`src/rtl/vga_sync_gen.sv`:
```
`default_nettype none
// ============================================================================
// Module      : vga_sync_gen
// Description : VGA raster timing (hsync/vsync/video_on, pixel coordinates,
//               line/frame start pulses) running on the pixel clock.
//               Optional frame_count output enabled by VGA_FRAME_COUNT_EN.
// Revision    : 1.0 - initial release
// ============================================================================
module vga_sync_gen #(
    parameter int   H_DISPLAY   = 640,
    parameter int   H_FP        = 16,
    parameter int   H_SYNC      = 96,
    parameter int   H_BP        = 48,
    parameter int   V_DISPLAY   = 480,
    parameter int   V_FP        = 10,
    parameter int   V_SYNC      = 2,
    parameter int   V_BP        = 33,
    parameter logic SYNC_ACTIVE = 1'b0
) (
    input  logic       clk_d,
    input  logic       reset,
    output logic       hsync,
    output logic       vsync,
    output logic       video_on,
    output logic [9:0] pixel_x,
    output logic [9:0] pixel_y,
    output logic       line_start,
    output logic       frame_start
`ifdef VGA_FRAME_COUNT_EN
    ,
    output logic [7:0] frame_count
`endif
);

    localparam int         c_H_TOTAL  = H_DISPLAY + H_FP + H_SYNC + H_BP;
    localparam int         c_V_TOTAL  = V_DISPLAY + V_FP + V_SYNC + V_BP;
    localparam logic [9:0] c_H_LAST   = 10'(c_H_TOTAL - 1);
    localparam logic [9:0] c_V_LAST   = 10'(c_V_TOTAL - 1);
    localparam logic [9:0] c_H_DISP   = 10'(H_DISPLAY);
    localparam logic [9:0] c_V_DISP   = 10'(V_DISPLAY);
    localparam logic [9:0] c_HS_START = 10'(H_DISPLAY + H_FP);
    localparam logic [9:0] c_HS_END   = 10'(H_DISPLAY + H_FP + H_SYNC - 1);
    localparam logic [9:0] c_VS_START = 10'(V_DISPLAY + V_FP);
    localparam logic [9:0] c_VS_END   = 10'(V_DISPLAY + V_FP + V_SYNC - 1);

    logic       w_h_wrap;
    logic [9:0] w_x_nxt;
    logic [9:0] w_y_nxt;
    logic       w_hs_nxt;
    logic       w_vs_nxt;
    logic       w_video_nxt;
    logic       w_line_nxt;
    logic       w_frame_nxt;

    // ">=" rather than "==" so an upset counter value still wraps to 0.
    assign w_h_wrap = (pixel_x >= c_H_LAST);
    assign w_x_nxt  = w_h_wrap ? 10'd0 : pixel_x + 10'd1;
    assign w_y_nxt  = !w_h_wrap             ? pixel_y :
                      (pixel_y >= c_V_LAST) ? 10'd0   : pixel_y + 10'd1;

    // Decodes use next-count values so every output flop describes one pixel.
    assign w_hs_nxt    = (w_x_nxt >= c_HS_START) && (w_x_nxt <= c_HS_END);
    assign w_vs_nxt    = (w_y_nxt >= c_VS_START) && (w_y_nxt <= c_VS_END);
    assign w_video_nxt = (w_x_nxt < c_H_DISP) && (w_y_nxt < c_V_DISP);
    assign w_line_nxt  = (w_x_nxt == 10'd0);
    assign w_frame_nxt = w_line_nxt && (w_y_nxt == 10'd0);

    always_ff @(posedge clk_d or posedge reset) begin
        if (reset) begin
            pixel_x     <= 10'd0;
            pixel_y     <= 10'd0;
            hsync       <= ~SYNC_ACTIVE;
            vsync       <= ~SYNC_ACTIVE;
            video_on    <= 1'b1;
            line_start  <= 1'b1;
            frame_start <= 1'b1;
        end else begin
            pixel_x     <= w_x_nxt;
            pixel_y     <= w_y_nxt;
            hsync       <= w_hs_nxt ? SYNC_ACTIVE : ~SYNC_ACTIVE;
            vsync       <= w_vs_nxt ? SYNC_ACTIVE : ~SYNC_ACTIVE;
            video_on    <= w_video_nxt;
            line_start  <= w_line_nxt;
            frame_start <= w_frame_nxt;
        end
    end

`ifdef VGA_FRAME_COUNT_EN
    // Counts only frame starts reached by counting, never the reset-forced one.
    always_ff @(posedge clk_d or posedge reset) begin
        if (reset) begin
            frame_count <= 8'd0;
        end else if (w_frame_nxt) begin
            frame_count <= frame_count + 8'd1;
        end
    end
`endif

endmodule
`default_nettype wire

```
`config.mk`:
```
export PLATFORM = sky130hd
export DESIGN_NAME = vga_sync_gen
export DESIGN_NICKNAME = d
export VERILOG_FILES = /design/src/rtl/vga_sync_gen.sv
export SDC_FILE = /design/constraint.sdc
export NUM_CORES = 1
export LEC_CHECK = 0
export ABC_AREA = 1
export CAP_MARGIN = 10
export CORE_ASPECT_RATIO = 0.8
export CORE_MARGIN = 2
export CORE_UTILIZATION = 25
export DETAILED_ROUTE_END_ITERATION = 7
export PLACE_DENSITY = 0.44
export SETUP_SLACK_MARGIN = 0.05
export SYNTH_ARGS = -nofsm -noshare
export SYNTH_HDL_FRONTEND = slang
export SYNTH_SLANG_ARGS = --single-unit
```
`constraint.sdc`:
```
create_clock -name clk_d -period 1.6 [get_ports clk_d]
set_clock_uncertainty 0.1 [all_clocks]
set_input_delay 0.16 -clock clk_d [delete_from_list [all_inputs] [get_ports clk_d]]
set_output_delay 0.16 -clock clk_d [all_outputs]
set_load 0.01 [all_outputs]
```
Word level (Yosys, flattened, before mapping)

Index checks and enable logic that the tools add are counted.

Flip-flop bits (word level): 25
Bits of input ports: 2
Output and inout bits: 25
Word-level logic and storage cells: 28

Add/sub/neg operators: 2
Order comparisons: 8
Multiplexer cells: 5
Reductions and logical operators: 6

Operator list:

| cell                                                                                  | count |
|---|---|
| 10-bit greater-or-equal comparator (second input constant)                            | 3 |
| 10-bit two-way mux                                                                    | 3 |
| 10-bit by 1-bit adder with 10-bit output (second input constant)                      | 2 |
| 10-bit zero test                                                                      | 2 |
| 10-bit by 9-bit greater-or-equal comparator with 1-bit output (second input constant) | 1 |
| 10-bit <= comparator (second input constant)                                          | 1 |
| 10-bit by 9-bit <= comparator with 1-bit output (second input constant)               | 1 |
| 10-bit less-than comparator (second input constant)                                   | 1 |
| 10-bit by 9-bit less-than comparator with 1-bit output (second input constant)        | 1 |
| 1-bit logical AND                                                                     | 4 |
| 1-bit two-way mux                                                                     | 2 |

Depth between registers and ports, before layout

Depth in word-level cells: 6
Mapped depth: 14
Gate-level depth less buffers: 13

Worst setup path after synthesis

OpenSTA, ideal clock, no wires.

Kind: reg2reg
Start: reg pixel_x[0]
End: reg frame_start
Library setup time: 0.064 ns
Arrival: 1.605 ns
Data required time: 1.436 ns
Setup slack: -0.169 ns
Stages on the path, launching flop included: 15
Path buffers: 1
Clock period less this slack: 1.769 ns
Cells stage by stage: dfrtp_1 ha_1 nand2_2 inv_2 nand2_4 nand2_4 nand2_4 buf_6 nand2_4 nand2_1 nor2_2 nand2_2 nor2_4 nand2_1 nor2_2

Longest elaborated chain between the ends: 4
Elaborated cells between the ends (all ways): 7
Classes of those cells: add/sub: 1; order compare: 1; mux: 2; reduce/logical: 3

RTL lines:

| what                                                                                                  | line   | text |
|---|---|---|
| start, declared                                                                                       | 25     | `output logic [9:0] pixel_x,` |
| start signal, assigned                                                                                | 78     | `pixel_x <= w_x_nxt;` |
| 10-bit by 1-bit adder with 10-bit output / 10-bit greater-or-equal comparator (equally long branches) | 57, 56 |  |
| 10-bit two-way mux (*)                                                                                | 57     | `assign w_x_nxt = w_h_wrap ? 10'd0 : pixel_x + 10'd1;` |
| 10-bit zero test (*)                                                                                  | 65     | `assign w_line_nxt = (w_x_nxt == 10'd0);` |
| net w_line_nxt                                                                                        | 52     | `logic w_line_nxt;` |
| 1-bit logical AND (*)                                                                                 | 66     | `assign w_frame_nxt = w_line_nxt && (w_y_nxt == 10'd0);` |
| net w_frame_nxt                                                                                       | 53     | `logic w_frame_nxt;` |
| end signal, assigned                                                                                  | 84     | `frame_start <= w_frame_nxt;` |
| end, declared                                                                                         | 28     | `output logic frame_start` |

The timed path passes the listed nets; every way through them passes the cells marked *.

Worst setup path in the final report

Start: reg pixel_x[1]
End: reg hsync

Longest elaborated chain between the ends: 5
Elaborated cells between the ends (all ways): 7
Classes of those cells: add/sub: 1; order compare: 3; mux: 2; reduce/logical: 1

RTL lines:

| what                                                                                                  | line   | text |
|---|---|---|
| 10-bit by 1-bit adder with 10-bit output / 10-bit greater-or-equal comparator (equally long branches) | 57, 56 |  |
| 10-bit two-way mux (*)                                                                                | 57     |  |
| 10-bit greater-or-equal comparator / 10-bit <= comparator (equally long branches)                     | 62     | `assign w_hs_nxt = (w_x_nxt >= c_HS_START) && (w_x_nxt <= c_HS_END);` |
| 1-bit logical AND (*)                                                                                 | 62     |  |
| 1-bit two-way mux (*)                                                                                 | 80     | `hsync <= w_hs_nxt ? SYNC_ACTIVE : ~SYNC_ACTIVE;` |
| end signal, assigned                                                                                  | 72     | `hsync <= ~SYNC_ACTIVE;` |
| end signal, assigned                                                                                  | 80     |  |
| end, declared                                                                                         | 22     | `output logic hsync,` |

Every way passes the cells marked *; elsewhere a longest branch is shown, timed or not.

==> flow_summary.toml <==
[cells_and_area]
finalNonFillerCells = 389
diodes = 0
drive_above_1_share_pct = 47.4
area_growth_pct = 74.7
finalNetCount = 314
fillers = 604

[sta]
worst_pin_slew_ps = 358
max_clock_freq_ghz = 0.545
setup_viol = 11
slew_headroom_pct = 76.1
maxSlewViolCount = 0
period_share_pct = 115
rsz0062_at_grt = "true"
layout_min_cycle_time_ps = 1830
hold_viol_final = 0
setup_slack_ps = -234

[global_routing]
grt_max_degree = 26
antenna_found_initial = 0
grt_use_met2_pct = 21.9
grt_pass1_wl_um = 7370
use_met1_pct = 20.3
busiest_layer = "met2"
grt_usage_pct = 13.9
overflow = 0
met3_usage_pct = 2.03
grt_pass1_vias = 1554

[detailed_routing]
postRouteAntennaNets = 0
via_count = 1672
drt_pre_antenna_iters = 4
routedWlPerCell_um = 12.5
drcViolationCount = 0
routed_wl_um = 4840
avgViaCountPerCell = 4.30
drtIter0Drc = 93

[die]
die_h_um = 74.5
start_util_pct = 26.1
fp.dieArea_sq_um = 6860
row_count = 25
ios = 27
die_w_um = 92.1
fp.coreArea_sq_um = 5940

[job]
maxCapViolations = 0

[clock_network]
path_clk_slew_ps = 100
ctsHtreeMaxLevel = 1
root_buffer = "clkbuf_8"
worstSkewPairLatency_ps = 280
cts_tree = "built"
cts.sinks = 25
cts_buffer_depth = 2
cts_buffers = 3

[logic_synthesis]
yosys_register_bits = 25
syn_inst = 209
syn-cell-area_sq_um = 1550
post_synth_num_cell_types = 27
synth_fp_nets = 214
ys_seq_area_share_pct = 40.7
syn_avg_cell_area_sq_um = 7.42
synth_warnings = 0

[run_status]
outcome = "finished, violations left"
violations = "setup timing"

[pwr]
peakVddDrop_mv = 0.333
totalPowerFinal_mw = 1.06
powerDensity_nw_per_um2 = 390
leakage_nw = 1.53

[critical_path]
critPathKind = "flop to flop"
worstSetupEndpointType = "flop"
critPathMaxFanout = 3
cp-startpoint = "pixel_x[1]"
crit_arrival_ps = 1940
cp.required_ps = 1700
r2r-start = "pixel_x[1]"
start_kind = "flop"
reg2reg_depth = 8

[placed_design]
port_buffers = 26
gp_congestion = 0.863
hpwlAfterDp_um = 3520
dpl.cell_count = 379
dp_slack_ps = -224

[min_path]
min_path_type = "input port to async pin"
[flip-flops by register name, indices dropped and copies added (netlist names)]
signal       cells
pixel_x         10
pixel_y         10
frame_start      1
hsync            1
line_start       1
video_on         1
vsync            1
[placed cells by master, fill, tap and decap left out, drive strengths merged]
cell / count
dfstp: 5
clkinv: 1
dlymetal6s2s: 1
nor3: 2
nand3: 30
nor2: 27
o21ai: 6
inv: 41
dlygate4sd2: 23
a21o: 1
o21bai: 2
a21oi: 2
clkinvlp: 1
buf: 70
nand4: 6
xor2: 2
clkdlybuf4s50: 2
nand2: 58
nand3b: 2
dfrtp: 20
clkbuf: 3
ha: 3
[Yosys cell counts (all sizes together)]
cell type  number  area, sq um
buf             2         22.5
o21bai          2         18.8
nand3b          2         15.0
a21o            1         7.51
nor2           27          131
nor3            2         15.0
dfrtp          20          500
o21ai           6         30.0
dfstp           5          131
nand4           6         43.8
ha              3         37.5
a21oi           2         10.0
inv            41          154
nand2          57          256
xor2            2         17.5
nand3          30          155
clkinv          1         5.00
[layout make-up]
cell class / instances / area (sq um) / area share (%)
Multi-Input combinational cell: 141 / 983 / 36.3
Timing Repair Buffer: 96 / 782 / 28.9
Tap cell: 81 / 101 / 3.74
Clock buffer: 3 / 41.3 / 1.52
Clock inverter: 1 / 7.51 / 0.277
Inverter: 42 / 161 / 5.96
Sequential cell: 25 / 633 / 23.4
[per-layer routing]
metal  wire length (um)  vias up
met1               2430      774
met3                192        6
met2               2170       39
met5                  0        -
li1                   -      853
met4                 52        0
[where the power goes]
group / switching [mW] / internal (mW) / total (mW)
sequential: 0 / 0.632 / 0.632
combinational: 0.0138 / 0.00392 / 0.0177
clock: 0.231 / 0.177 / 0.408
total: 0.245 / 0.813 / 1.06
[kinds of logic after synthesis]
family                   count (synthesis)  synth area share (%)
AND/OR/NAND/NOR                        124                  39.8
XOR/XNOR                                 2                  1.13
buffers and inverters                   44                  11.7
AO/OA/AOI/OAI                           11                  4.27
flip-flops                              25                  40.7
adder cells (fa/ha/maj)                  3                  2.42
[worst paths after layout]
kind	to	slack (ps)
setup / recovery	hsync	-230
hold / removal	pixel_y[3]	130
setup reg to reg	hsync	-230
hold reg to reg	pixel_x[5]	630
max in group asynchronous	hsync	950
min in group clk_d	pixel_x[5]	630
[stage by stage]
stage	hold slack (ps)	util [%]	cell area, sq um	TNS [ps]
6_report	134	45.6	2710	-1260
2_1_floorplan	83.6	-	1560	-464
3_3_place_gp	462	40.2	2390	-1430
5_1_grt	173	45.6	2710	-2390
3_5_place_dp	463	40.2	2390	-1270
4_1_cts	152	42.1	2500	-1090
[critical path, cell delays in order, from the launching register on]
cell and delay (ps):
dfrtp_1 410, buf_6 120, nand2_4 50, nor2_4 160, nand4_1 210, o21bai_1 240, nand3_2 150, nor3_1 220
nand3b_1 100
[what timing repair did]
item,CTS,global route
cloned,1,0
pin swaps,4,13
setup endpoints to repair,41,19
resized for setup,42,47
setup buffers,2,4
hold buffers,0,0
hold endpoints to repair,0,0
No activity file was read; power rests on OpenSTA's default activity.
